$ cat src/rtl/uart_tx.sv
// Purpose: 8N1 UART transmitter fed by a small byte FIFO; tx comes straight from a flop.
// Latency: a byte accepted into an idle, empty block starts its start bit one edge later.
// Backpressure: tx_ready = registered count below depth; pushes while full are dropped silently.
module uart_tx #(
    parameter int CLKS_PER_BIT = 1250,
    parameter int FIFO_DEPTH   = 4
) (
    input  logic                          clk,
    input  logic                          rst_n,
    input  logic [7:0]                    tx_data,
    input  logic                          tx_valid,
    output logic                          tx_ready,
    output logic                          tx,
    output logic                          busy,
    output logic [$clog2(FIFO_DEPTH):0]   fifo_count
);

    localparam int BAUD_W = (CLKS_PER_BIT > 1) ? $clog2(CLKS_PER_BIT) : 1;
    localparam int PTR_W  = $clog2(FIFO_DEPTH);
    localparam int CNT_W  = PTR_W + 1;
    localparam logic [BAUD_W-1:0] BAUD_LAST = BAUD_W'(CLKS_PER_BIT - 1);
    localparam logic [CNT_W-1:0]  DEPTH_C   = CNT_W'(FIFO_DEPTH);

    typedef enum logic [1:0] {IDLE, START, DATA, STOP} state_t;

    state_t            state_q, state_d;
    logic [BAUD_W-1:0] baud_q, baud_d;
    logic [2:0]        bit_q, bit_d;
    logic [7:0]        shift_q;
    logic              tx_q, tx_d;

    logic [7:0]        mem [FIFO_DEPTH];
    logic [PTR_W-1:0]  wr_ptr_q, rd_ptr_q;
    logic [CNT_W-1:0]  count_q;

    logic push, pop, bit_done, fifo_nonempty;

    assign tx_ready      = (count_q < DEPTH_C);
    assign push          = tx_valid && tx_ready;
    assign fifo_nonempty = (count_q != '0);
    assign bit_done      = (baud_q == BAUD_LAST);

    assign tx         = tx_q;
    assign fifo_count = count_q;
    assign busy       = (state_q != IDLE) || fifo_nonempty;

    // tx_d is the line level for the cycle after the edge, so tx never passes through logic.
    always_comb begin
        state_d = state_q;
        baud_d  = baud_q + BAUD_W'(1);
        bit_d   = bit_q;
        tx_d    = tx_q;
        pop     = 1'b0;
        case (state_q)
            IDLE: begin
                baud_d = '0;
                bit_d  = '0;
                tx_d   = 1'b1;
                if (fifo_nonempty) begin
                    pop     = 1'b1;
                    state_d = START;
                    tx_d    = 1'b0;
                end
            end
            START: begin
                if (bit_done) begin
                    baud_d  = '0;
                    bit_d   = '0;
                    state_d = DATA;
                    tx_d    = shift_q[0];
                end
            end
            DATA: begin
                if (bit_done) begin
                    baud_d = '0;
                    if (bit_q == 3'd7) begin
                        state_d = STOP;
                        tx_d    = 1'b1;
                    end else begin
                        bit_d = bit_q + 3'd1;
                        tx_d  = shift_q[bit_q + 3'd1];
                    end
                end
            end
            STOP: begin
                if (bit_done) begin
                    baud_d = '0;
                    // Chain straight into the next start bit when more bytes wait.
                    if (fifo_nonempty) begin
                        pop     = 1'b1;
                        state_d = START;
                        tx_d    = 1'b0;
                    end else begin
                        state_d = IDLE;
                        tx_d    = 1'b1;
                    end
                end
            end
            default: begin
                state_d = IDLE;
                baud_d  = '0;
                tx_d    = 1'b1;
            end
        endcase
    end

    always_ff @(posedge clk or negedge rst_n) begin
        if (!rst_n) begin
            state_q <= IDLE;
            baud_q  <= '0;
            bit_q   <= '0;
            tx_q    <= 1'b1;
            shift_q <= '0;
        end else begin
            state_q <= state_d;
            baud_q  <= baud_d;
            bit_q   <= bit_d;
            tx_q    <= tx_d;
            if (pop) begin
                shift_q <= mem[rd_ptr_q];
            end
        end
    end

    // Pointers wrap naturally because the depth is a power of two.
    always_ff @(posedge clk or negedge rst_n) begin
        if (!rst_n) begin
            wr_ptr_q <= '0;
            rd_ptr_q <= '0;
            count_q  <= '0;
        end else begin
            if (push) begin
                wr_ptr_q <= wr_ptr_q + PTR_W'(1);
            end
            if (pop) begin
                rd_ptr_q <= rd_ptr_q + PTR_W'(1);
            end
            case ({push, pop})
                2'b10:   count_q <= count_q + CNT_W'(1);
                2'b01:   count_q <= count_q - CNT_W'(1);
                default: count_q <= count_q;
            endcase
        end
    end

    always_ff @(posedge clk) begin
        if (push) begin
            mem[wr_ptr_q] <= tx_data;
        end
    end

endmodule
$ cat config.mk
export PLATFORM = sky130hd
export DESIGN_NAME = uart_tx
export DESIGN_NICKNAME = d
export VERILOG_FILES = /design/src/rtl/uart_tx.sv
export SDC_FILE = /design/constraint.sdc
export NUM_CORES = 1
export LEC_CHECK = 0
export BUFFER_PORTS_ARGS = -buffer_cell sky130_fd_sc_hd__buf_2
export CAP_MARGIN = 20
export CORE_MARGIN = 4
export CORE_UTILIZATION = 43
export CTS_BUF_LIST = sky130_fd_sc_hd__clkbuf_16
export CTS_CLUSTER_DIAMETER = 50
export DETAILED_ROUTE_END_ITERATION = 16
export SLEW_MARGIN = 20
export SYNTH_ARGS = -nofsm -noshare
export SYNTH_HDL_FRONTEND = slang
export SYNTH_SLANG_ARGS = --single-unit
export TNS_END_PERCENT = 30
$ cat constraint.sdc
create_clock -name clk -period 3.6 [get_ports clk]
set_clock_uncertainty 0.1 [all_clocks]
set_input_delay 0.54 -clock clk [delete_from_list [all_inputs] [get_ports clk]]
set_output_delay 0.54 -clock clk [all_outputs]
set_load 0.05 [all_outputs]
# After elaboration in Yosys (flattened, before gate mapping)
# Memory sizes are Yosys's and may differ from the RTL's. A register that Yosys moved wholly into a read port is not among the register bits.
# Cells that the tools add are included.
totals:
  ff_bits: 24
  mem_bits_rw: 32
  input_bits: 11
  output_inout_bits: 6
  wordCells: 68
  n_memories: 1
op_classes:
  addsub: 6
  order_cmp: 2
  eq_ne: 13
  muxes: 27
  n_reduce_logical: 12
mem_list:
  columns: ["memory", "depth", "width", "read_ports", "rd_clocked_by_memory_dff", "write_ports", "line_no", "source"]
  rows:
  - ["mem", 4, 8, 1, 1, 1, "32", "logic [7:0] mem [FIFO_DEPTH];"]
ops:
  columns: ["cell", "count"]
  rows:
  - ["11-bit one-hot mux with 2 select lines", 1]
  - ["2-bit inequality test, second input constant", 6]
  - ["11-bit by 1-bit adder with 11-bit output, second input constant", 1]
  - ["11-bit == test, second input constant", 1]
  - ["1-bit 2-to-1 mux", 11]
  - ["11-bit 2-to-1 mux", 1]
  - ["2-bit 2-to-1 mux", 5]
  - ["3-bit 2-to-1 mux", 3]
  - ["3-bit one-hot mux with 3 select lines", 1]
  - ["2-bit one-hot mux with 4 select lines", 1]
  - ["3-bit by 1-bit adder with 3-bit output, second input constant", 2]
  - ["2-bit == test, second input constant", 3]
  - ["3-bit one-hot mux with 2 select lines", 1]
  - ["3-bit nonzero test", 2]
  - ["5-bit AND reduction", 1]
  - ["2-bit by 1-bit adder with 2-bit output, second input constant", 2]
  - ["2-bit by 1-bit == test with 1-bit output, second input constant", 2]
  - ["3-bit by 4-bit less-than comparator with 1-bit output, second input constant", 1]
  - ["1-bit one-hot mux with 4 select lines", 1]
  - ["4-bit AND reduction", 1]
  - ["2-bit nonzero test", 2]
  - ["1-bit binary-select mux with 3-bit select", 1]
  - ["3-bit == test, second input constant", 1]
  - ["3-bit less-than comparator, second input constant", 1]
  - ["8 further kinds", 8]

# Depth between registers and ports, before layout
# Gate-level depths: netlist of the first run.
depth:
  word_depth: 6
  depth_mapped: 11
  depth_no_buf: 11

# Least setup slack after synthesis of the first run
# OpenSTA, ideal clock, no wires.
synth_path:
  path_kind: "register to register"
  start: "reg baud_q[1]"
  end: "reg count_q[2] (netlist: fifo_count[2])"
  t_arrival_ns: 2.292
  required_ns: 3.361
  setup_slack_ns: 1.068
  path_stages_with_launch: 12
  synth_period_minus_slack_ns: 2.532
  path_cell_list: "dfrtp_1 > inv_1 > ha_1 > and4bb_2 > a41oi_2 > nor3_4 > ha_1 > inv_1 > fa_1 > xor2_1 > nor2_1 > xnor2_1"
synth_via:
  elab_chain_cells: 5
  elab_cells_between_ends: 7
  cone_classes: "eq/ne (3); mux (3); reduce/logical (1)"
synth_lines:
  columns: ["item", "line_no", "source"]
  rows:
  - ["start, declared", "27", "logic [BAUD_W-1:0] baud_q, baud_d;"]
  - ["start signal, assigned", "116", "baud_q <= baud_d;"]
  - ["11-bit == test (*)", "41", "assign bit_done = (baud_q == BAUD_LAST);"]
  - ["1-bit 2-to-1 mux (*)", "86", "if (bit_done) begin"]
  - ["1-bit one-hot mux with 2 select lines (*)", "54", "case (state_q)"]
  - ["net pop", "36", "logic push, pop, bit_done, fifo_nonempty;"]
  - ["2-bit by 1-bit == test with 1-bit output / 2-bit == test (equally long branches)", "138", "case ({push, pop})"]
  - ["3-bit one-hot mux with 2 select lines / 2-bit nonzero test (equally long branches)", null, null]
  - ["end signal, assigned", "139", "2'b10: count_q <= count_q + CNT_W'(1);"]
  - ["end signal, assigned", "140", "2'b01: count_q <= count_q - CNT_W'(1);"]
  - ["end signal, assigned", "141", "default: count_q <= count_q;"]
  - ["end, declared", "34", "logic [CNT_W-1:0] count_q;"]
# The timed path passes the listed nets; every way through them passes the cells marked *.
# A chain may end at the register's enable or synchronous reset.

# Worst setup path after layout of the first run
# Same ends and word-level chain as after synthesis.

==> results of run 1 <==
==> final cells by class <==
| cell class | instances | area, µm² | share of cell area, % |
|---|---|---|---|
| clock inverter | 7 | 71.3 | 2.11 |
| multi-input combinational | 117 | 1090 | 32.2 |
| timing repair buffer | 18 | 95.1 | 2.81 |
| sequential | 64 | 1760 | 52.1 |
| tap | 77 | 96.3 | 2.85 |
| inverter | 11 | 41.3 | 1.22 |
| clock buffer | 9 | 225 | 6.66 |
==> sequential cells by signal (all words and copies together) (netlist names) <==
register	flops
baud_q	11
bit_q	3
fifo_count	3
mem	32
rd_ptr_q	2
shift_q	8
state_q	2
tx	1
wr_ptr_q	2
==> worst max-delay path, delay by kind of cell, from the launching register on <==
kind / cells / cell delay [ns]
AOI/OAI and AO/OA: 1 / 0.16
xor gates and xnor gates: 2 / 0.27
adders and majority gates: 3 / 0.69
buffers and inverters: 3 / 0.32
DFF: 1 / 0.40
and+or+nand+nor: 3 / 0.53
==> cell families (layout without fill, tap and decap cells) <==
kind of cell / count (synthesis) / after routing
DFF: 64 / 64
and+or+nand+nor: 48 / 48
muxes: 22 / 22
AOI/OAI and AO/OA: 18 / 18
adders and majority gates: 15 / 15
buffers and inverters: 15 / 45
xor gates and xnor gates: 14 / 14
==> Yosys cell counts, types with 3 or more instances <==
library cell / count / area [µm²]
nor3_1: 4 / 20.0
ha_1: 14 / 175
nor2b_1: 5 / 31.3
mux4_2: 9 / 203
nand2_1: 7 / 26.3
nor2_1: 13 / 48.8
mux2i_1: 3 / 30.0
nand4_1: 3 / 18.8
xnor2_1: 7 / 61.3
mux2_2: 10 / 113
edfxtp_1: 32 / 961
inv_1: 11 / 41.3
xor2_1: 7 / 61.3
a21oi_1: 3 / 15.0
and2_1: 5 / 31.3
dfrtp_1: 31 / 776
==> layout by cell type, fill, tap and decap left out, types with 2 or more instances in the layout <==
master     instances
clkinv_4           2
nand3_1            2
nor2_1            13
xnor2_1            7
o21ai_0            2
a22o_1             2
nor2b_1            5
dfrtp_1           31
buf_2             16
xor2_1             7
mux2i_1            3
or3_1              2
clkinv_2           3
nand4_1            3
a31oi_1            2
clkbuf_16          9
and4_2             2
buf_4              2
ha_1              14
nand2_1            7
edfxtp_1          32
mux4_2             9
a21oi_1            3
inv_1             11
mux2_2            10
nor3_1             4
and2_1             5
==> per-layer routing <==
metal / vias to the layer above / wire (µm) / GRT usage (%)
met5: - / 0 / 0
met4: 0 / 77 / 5.74
met3: 5 / 154 / 4.67
met2: 20 / 2270 / 19.7
met1: 786 / 2300 / 17.9
li1: 773 / - / -
==> report_power, final <==
part | total [mW] | switching (mW) | internal (mW)
logic | 0.893 | 0.477 | 0.417
registers | 1.12 | 0.157 | 0.962
clock network | 0.853 | 0.317 | 0.536
total | 2.87 | 0.951 | 1.91
==> worst max-delay path by stage <==
stage | from | slack (ns) | end | cells past startpoint
after floorplan | baud_q[1]$_DFF_PN0_ | 1.07 | fifo_count[2]$_DFFE_PN0P_ | 11
after global placement | baud_q[1]$_DFF_PN0_ | 1.08 | fifo_count[2]$_DFFE_PN0P_ | 12
after detailed placement | baud_q[1]$_DFF_PN0_ | 1.02 | fifo_count[2]$_DFFE_PN0P_ | 12
after CTS | baud_q[1]$_DFF_PN0_ | 1.02 | fifo_count[2]$_DFFE_PN0P_ | 12
after global routing | baud_q[1]$_DFF_PN0_ | 0.84 | fifo_count[2]$_DFFE_PN0P_ | 12
final | baud_q[1]$_DFF_PN0_ | 1.04 | fifo_count[2]$_DFFE_PN0P_ | 12
==> impl_metrics.json, run 1 <==
{
  "status": "finished, final reports clean",
  "synthSimpleGateAreaFrac_pct": 9.81,
  "reg2reg_depth": 12,
  "synth-compound-area-share_pct": 4.86,
  "cp_cell_sequence": "inv_1, ha_1, and4bb_2, a41oi_2, nor3_4, buf_4, ha_1, inv_1, fa_1, xor2_1, nor2_1, xnor2_1",
  "first_pass_iters": 4,
  "max_slew_margin_pct": 51.0,
  "cellPowerDensity_nw_per_um2": 847,
  "cpPeakStageDelay_ns": 0.40,
  "hold_viol": 0,
  "synth_seq_area_share_pct": 60.6,
  "synth-edff-count": 32,
  "wirelength_um": 4800,
  "r2r_setup_slack_ns": 1.04,
  "cts.sinks": 64,
  "cts_tree": "built",
  "cts_resized": 0,
  "postCtsSetupBuffers": 0,
  "stdcell_count": 303,
  "ir_drop_mv": 0.366,
  "clk_latency_ns": 0.32,
  "ant_nets": 0,
  "clockBufferDepth": 2,
  "synth.avg_cell_area_um2": 14.8,
  "tns_ns": 0,
  "clockRootBuffer": "clkbuf_16",
  "pre_cts_ws_ns": 1.02,
  "rsz0062_at_grt": "false",
  "synth-adder-area-share_pct": 6.71,
  "worstSetupPathType": "reg -> reg",
  "synth.cell_area_um2": 2910,
  "die_area_um2": 8150,
  "synth_flop_cell": "edfxtp_1",
  "drc_errors": 0,
  "crit_fanout": 10,
  "grt.overflow.total": 0,
  "via_per_inst": 5.23,
  "final_cell_area_um2": 3380,
  "htreeDepth": 3,
  "fin_crit_ns": 2.56,
  "max_cap_violations": 0,
  "async_flop_share_pct": 50.0,
  "tightest_slew_ns": 0.735,
  "numPortBuffers": 16,
  "holdBufCountCts": 0,
  "timing.fmax_ghz": 0.391,
  "rr_startpoint": "baud_q[1]$_DFF_PN0_",
  "fin_hold_ws_ns": 0.172,
  "fillCellCount": 537,
  "cts.clk_slew.worst_paths_ns": 0.06,
  "vias": 1584,
  "placed_cell_area_um2": 3090,
  "crit_path_start_kind": "flip-flop",
  "slowest_stage": "dfrtp_1",
  "n_antenna_cell": 0,
  "utilization_pct": 52.4,
  "min_path_type": "in -> async",
  "endpoint_kind": "flip-flop",
  "nets": 247,
  "synth_mux_area_share_pct": 11.9,
  "core.rowCount": 29,
  "die_h_um": 90.3,
  "cts-buffers-inserted": 9,
  "synth.net_count": 222,
  "cp.arrival_ns": 2.70,
  "reg2reg_to": "fifo_count[2]$_DFFE_PN0P_",
  "ys_ff_latch": 64,
  "yosys.area_share.xor_xnor_pct": 4.22,
  "place_inst": 287,
  "grt_use_total_pct": 13.4,
  "synth_top_family_by_area": "multiplexers",
  "wl_per_cell_um": 15.8,
  "power_leakage_nw": 1.37,
  "drive_above_1_share_pct": 27.4,
  "grt_pass1_wl_um": 8390,
  "core_area_um2": 6460,
  "fp.dieW_um": 90.3,
  "min_period_over_period_pct": 71.0,
  "drv_slew": 0,
  "cp.required_ns": 3.74,
  "drt_iter0_drc": 41,
  "ys_types": 40,
  "grt_max_degree": 33,
  "synthToLayoutAreaGrowth_pct": 16.3,
  "total_power_mw": 2.87,
  "antenna_found_initial": 0,
  "post-dp-hpwl_um": 3330,
  "worst_slack_ns": 1.04,
  "setup_violations": 0,
  "syn_inst": 196,
  "yosysWarnings": 0,
  "grt_pass1_vias": 1644,
  "place_congestion": 0.725,
  "initial_core_util_pct": 45.0,
  "io-pin-count": 17
}
Power figures use the tool's default switching activity.
==> run 2: changes to the inputs <==
- clock period: 3.6 -> 2.1 ns (I/O delays scaled with it)
==> run 2 against run 1 <==
Against the previous run:
- sequential share of layout area fell by 3.7 points
- first-iteration DRC count rose by 9.8%
- combinational power rose by 110%
- the run now ends with negative setup slack left
- sequential cell count did not move
- non-clock buffer count rose by 27
- clock power rose by 90%
- critical endpoint unchanged
- setup slack got worse by 1.2 ns
- sequential power rose by 64%
- total power rose by 86%
- worst hold slack got worse by 0.065 ns
==> impl_metrics.json, run 2 (synthesis results as in run 1) <==
{
  "use_met2_pct": 18.7,
  "grt.overflow.total": 0,
  "synthToLayoutAreaGrowth_pct": 25.1,
  "initial_core_util_pct": 45.0,
  "endpoint_kind": "flip-flop",
  "clockBufferDepth": 2,
  "clk_latency_ns": 0.32,
  "cts.sinks": 64,
  "fin_crit_ns": 2.30,
  "n_antenna_cell": 0,
  "worst_slack_ns": -0.203,
  "worstSetupPathType": "reg -> reg",
  "wirelength_um": 4700,
  "rsz0062_at_grt": "true",
  "cp.required_ns": 2.25,
  "min_period_over_period_pct": 110,
  "setup_violations": 2,
  "final_common_cell": "edfxtp_1",
  "fillCellCount": 519,
  "drv_slew": 0,
  "cellPowerDensity_nw_per_um2": 1460,
  "hold_viol": 0,
  "io-pin-count": 17,
  "antenna_found_initial": 0,
  "cts.clk_slew.worst_paths_ns": 0.06,
  "violations": "negative setup slack",
  "reg.largest.list": "mem: 32 flops, baud_q: 11 flops, shift_q: 8 flops",
  "pre_cts_ws_ns": -0.213,
  "first_pass_iters": 4,
  "most-common-layout-cells": "edfxtp_1, dfrtp_1, buf_4",
  "busiest_layer": "met2",
  "clockRootBuffer": "clkbuf_16",
  "cts_tree": "built",
  "fin_hold_ws_ns": 0.106,
  "seqCellArea_um2": 1760,
  "nets": 274,
  "drt_iter0_drc": 45,
  "drc_errors": 0,
  "grt_pass1_vias": 1727,
  "cts-buffers-inserted": 9,
  "numPortBuffers": 16,
  "max_cap_violations": 0,
  "regMostFlops": "mem",
  "power_leakage_nw": 1.52,
  "crit_path_start_kind": "flip-flop",
  "ant_nets": 0,
  "status": "complete, but fails checks",
  "vias": 1683,
  "ir_drop_mv": 0.704,
  "die_area_um2": 8150,
  "fp.dieW_um": 90.3,
  "grt_max_degree": 33,
  "place_congestion": 0.727,
  "multi_input_area_um2": 1110,
  "drive_above_1_share_pct": 35.6,
  "grtUsageMet3_pct": 4.92,
  "cp.arrival_ns": 2.45,
  "core.rowCount": 29,
  "timing.fmax_ghz": 0.434,
  "core_area_um2": 6460,
  "min_path_type": "in -> reg",
  "die_h_um": 90.3,
  "largest_register_ffs": 32,
  "via_per_inst": 5.10,
  "use_met1_pct": 17.7,
  "htreeDepth": 3,
  "grt_use_total_pct": 12.7,
  "post-dp-hpwl_um": 3350,
  "crit_fanout": 2,
  "wl_per_cell_um": 14.2,
  "max_slew_margin_pct": 51.6,
  "tightest_slew_ns": 0.725,
  "grt_pass1_wl_um": 8270
}
[run 2: repair_timing]
item | CTS | global route
gates cloned | 0 | 0
setup buffers | 1 | 1
pin swaps | 1 | 5
setup endpoints to repair | 2 | 2
resized for setup | 0 | 4
hold buffers | 1 | 0
endpoints found under the hold margin | 31 | 0
[run 2: area by class of cell]
cell class              count  area share, %
clock inverters             7           2.82
clock buffers               9           6.19
multi-input cells         117           30.4
well taps                  77           2.65
flip-flops and latches     64           48.5
repair buffers             45           8.36
inverters                  11           1.13
[run 2: layer usage]
metal	up-vias	share of wire, %
met4	0	0.53
met1	830	50
met2	21	46
met5	-	0
li1	828	-
met3	4	3.2
[run 2: worst max-delay path, cell delays in order (launching register included)]
cell and delay (ns):
dfrtp_1 0.37, inv_1 0.05, ha_1 0.12, and4bb_2 0.27, a41oi_4 0.14, nor3_4 0.20
ha_2 0.19, inv_1 0.05, fa_2 0.33, xor2_1 0.15, nor2_1 0.13, xnor2_1 0.12
[run 2: through the flow]
step / area, µm² / TNS, ns / util, % / std cells / power, mW
floorplan: 2910 / -0.693 / - / 196 / 3.12
global placement: 3270 / -0.164 / 50.6 / 311 / 3.69
detailed placement: 3270 / -0.246 / 50.6 / 311 / 3.70
CTS: 3610 / -0.211 / 55.9 / 329 / 5.36
global route: 3640 / -0.501 / 56.3 / 330 / 5.66
finish: 3640 / -0.284 / 56.3 / 330 / 5.33
[run 2: worst paths after layout]
path / startpoint / end / slack (ns) / cells past startpoint
worst min register to register: tx$_DFFE_PN1P_ / tx$_DFFE_PN1P_ / 0.38 / 2
min in group asynchronous: rst_n / baud_q[7]$_DFF_PN0_ / 0.49 / 2
worst max register to register: baud_q[1]$_DFF_PN0_ / fifo_count[2]$_DFFE_PN0P_ / -0.20 / 11
worst min-delay path: tx_data[0] / mem[0][0]$_DFFE_PP_ / 0.11 / 1
worst max-delay path: baud_q[1]$_DFF_PN0_ / fifo_count[2]$_DFFE_PN0P_ / -0.20 / 11
max in group asynchronous: rst_n / shift_q[5]$_DFFE_PN0P_ / 0.94 / 2
[run 2: power by group]
part           internal [mW]  switching (mW)
clock network           1.05           0.563
logic                  0.921           0.952
registers               1.65           0.191
total                   3.62            1.71
==> run 3: changes to the inputs <==
- CTS_BUF_LIST: sky130_fd_sc_hd__clkbuf_16 -> sky130_fd_sc_hd__clkbuf_4
- SETUP_SLACK_MARGIN: unset -> 0.3
==> run 3 against run 2 <==
Against the previous run:
- the run still ends with negative setup slack left
- die area did not move
- global-route usage rose by 1.3 points
- clock-buffer cell count rose by 2
- via count rose by 2.3%
- total power fell by 9.5%
- utilization fell by 0.56 points
- setup slack got worse by 0.063 ns
- design area fell by 1.0%
- wire length rose by 9.5%
- fmax fell by 2.7%
- register-to-register slack got worse by 0.06 ns
- largest cell class unchanged
- largest power group unchanged
==> impl_metrics.json, run 3 (synthesis results as in run 1) <==
{
  "cp.arrival_ns": 2.58,
  "fin_crit_ns": 2.37,
  "wl_per_cell_um": 15.6,
  "reg2reg_to": "fifo_count[2]$_DFFE_PN0P_",
  "initial_core_util_pct": 45.0,
  "drive_above_1_share_pct": 43.1,
  "min_path_type": "in -> reg",
  "clockBufferDepth": 2,
  "die_area_um2": 8150,
  "crit_path_start_kind": "flip-flop",
  "use_met1_pct": 17.3,
  "p_clk_share_pct": 17.0,
  "place_inst": 308,
  "place_congestion": 0.844,
  "drt_iter0_drc": 64,
  "synthToLayoutAreaGrowth_pct": 23.8,
  "timing.fmax_ghz": 0.423,
  "final_cell_area_um2": 3600,
  "vias": 1721,
  "utilization_pct": 55.8,
  "r2r_setup_slack_ns": -0.27,
  "cp.required_ns": 2.31,
  "clockRootBuffer": "clkbuf_4",
  "worst_slack_ns": -0.266,
  "busiest_layer": "met2",
  "grt_pass1_wl_um": 9090,
  "stdcell_count": 330,
  "pwr-share-comb_pct": 44.7,
  "core_area_um2": 6460,
  "fp.dieW_um": 90.3,
  "cts.clk_slew.worst_paths_ns": 0.11,
  "p_seq_share_pct": 38.3,
  "status": "complete, but fails checks",
  "max_slew_margin_pct": 51.4,
  "cts_tree": "built",
  "cts.sinks": 64,
  "die_h_um": 90.3,
  "drv_slew": 0,
  "htreeDepth": 3,
  "holdPathEnd": "mem[1][2]$_DFFE_PP_",
  "regMostFlops": "mem",
  "core.rowCount": 29,
  "drc_errors": 0,
  "cts-buffers-inserted": 9,
  "cellPowerDensity_nw_per_um2": 1340,
  "endpoint_kind": "flip-flop",
  "power_leakage_nw": 1.47,
  "tightest_slew_ns": 0.729,
  "worstSetupPathType": "reg -> reg",
  "antenna_found_initial": 0,
  "final_common_cell": "edfxtp_1",
  "numPortBuffers": 16,
  "largest_register_ffs": 32,
  "p_int_mw": 3.12,
  "tns_ns": -0.361,
  "reg2reg_depth": 11,
  "most-common-layout-cells": "edfxtp_1, dfrtp_1, buf_4",
  "ir_drop_mv": 0.588,
  "worstHoldStart": "tx_data[2]",
  "grt_use_total_pct": 14.0,
  "clk_latency_ns": 0.38,
  "placed_cell_area_um2": 3260,
  "max_cap_violations": 0,
  "switching_share_pct": 35.4,
  "post-dp-hpwl_um": 3580,
  "wirelength_um": 5140,
  "ant_nets": 0,
  "use_met2_pct": 23.1,
  "io-pin-count": 17,
  "grt.overflow.total": 0,
  "rr_startpoint": "baud_q[1]$_DFF_PN0_",
  "crit_fanout": 2,
  "via_per_inst": 5.22,
  "fillCellCount": 539,
  "violations": "negative setup slack",
  "n_antenna_cell": 0,
  "grt_pass1_vias": 1872,
  "grtUsageMet3_pct": 3.75,
  "total_power_mw": 4.82,
  "nets": 274,
  "first_pass_iters": 4,
  "power.switching_mw": 1.71,
  "grt_max_degree": 33,
  "rsz0062_at_grt": "true",
  "hold_viol": 0,
  "reg.largest.list": "mem: 32 flops, baud_q: 11 flops, shift_q: 8 flops",
  "setup_violations": 2,
  "whs_path_depth": 1,
  "min_period_over_period_pct": 113
}
## run 3: critical path, cell delays in order, from the launching register on
cell,delay [ns]
dfrtp_1,0.40
inv_1,0.06
ha_2,0.15
and4bb_2,0.27
a41oi_4,0.15
nor3_4,0.19
ha_4,0.16
inv_2,0.03
fa_2,0.33
xor2_1,0.16
nor2_1,0.17
xnor2_1,0.14
## run 3: routing by layer
metal,vias to the layer above,wire (µm)
li1,829,-
met1,864,2340
met2,22,2590
met3,6,149
met4,0,56
met5,-,0
## run 3: power groups by stage
stage	logic [mW]	registers (mW)	clock network, mW
after floorplan	1.21	1.95	0
after detailed placement	1.86	1.87	0
after CTS	2.08	1.85	0.854
after global routing	2.36	1.90	0.909
final	2.16	1.85	0.820
after global placement	1.80	1.85	0
## run 3: area by class of cell
type | instances | area (µm²) | share of cell area [%]
tap | 77 | 96.3 | 2.67
inverter | 11 | 41.3 | 1.15
clock buffer | 11 | 82.6 | 2.29
timing repair buffer | 45 | 319 | 8.86
sequential | 64 | 1760 | 49.0
clock inverter | 5 | 57.6 | 1.60
multi-input combinational | 117 | 1240 | 34.5
## run 3: worst max-delay path by stage
| stage | start | to | slack (ns) | cells past startpoint |
|---|---|---|---|---|
| final | baud_q[1]$_DFF_PN0_ | fifo_count[2]$_DFFE_PN0P_ | -0.27 | 11 |
| after global routing | baud_q[1]$_DFF_PN0_ | fifo_count[2]$_DFFE_PN0P_ | -0.35 | 11 |
| after CTS | baud_q[1]$_DFF_PN0_ | fifo_count[2]$_DFFE_PN0P_ | -0.23 | 11 |
| after detailed placement | baud_q[1]$_DFF_PN0_ | fifo_count[2]$_DFFE_PN0P_ | -0.28 | 11 |
| after global placement | baud_q[1]$_DFF_PN0_ | fifo_count[2]$_DFFE_PN0P_ | -0.16 | 11 |
| after floorplan | baud_q[1]$_DFF_PN0_ | fifo_count[2]$_DFFE_PN0P_ | -0.40 | 11 |
## run 3: what timing repair did
action	in CTS	in global routing
pin swaps	5	4
hold buffers	1	0
endpoints found under the setup margin	18	20
setup buffers	3	2
resized for setup	24	10
hold endpoints to repair	31	0
## run 3: stage by stage
stage               setup slack, ns  hold WS, ns
CTS                          -0.231      0.00477
detailed placement           -0.281        0.313
global route                 -0.352      0.00663
finish                       -0.266       0.0345
floorplan                    -0.401      -0.0806
global placement             -0.157        0.300
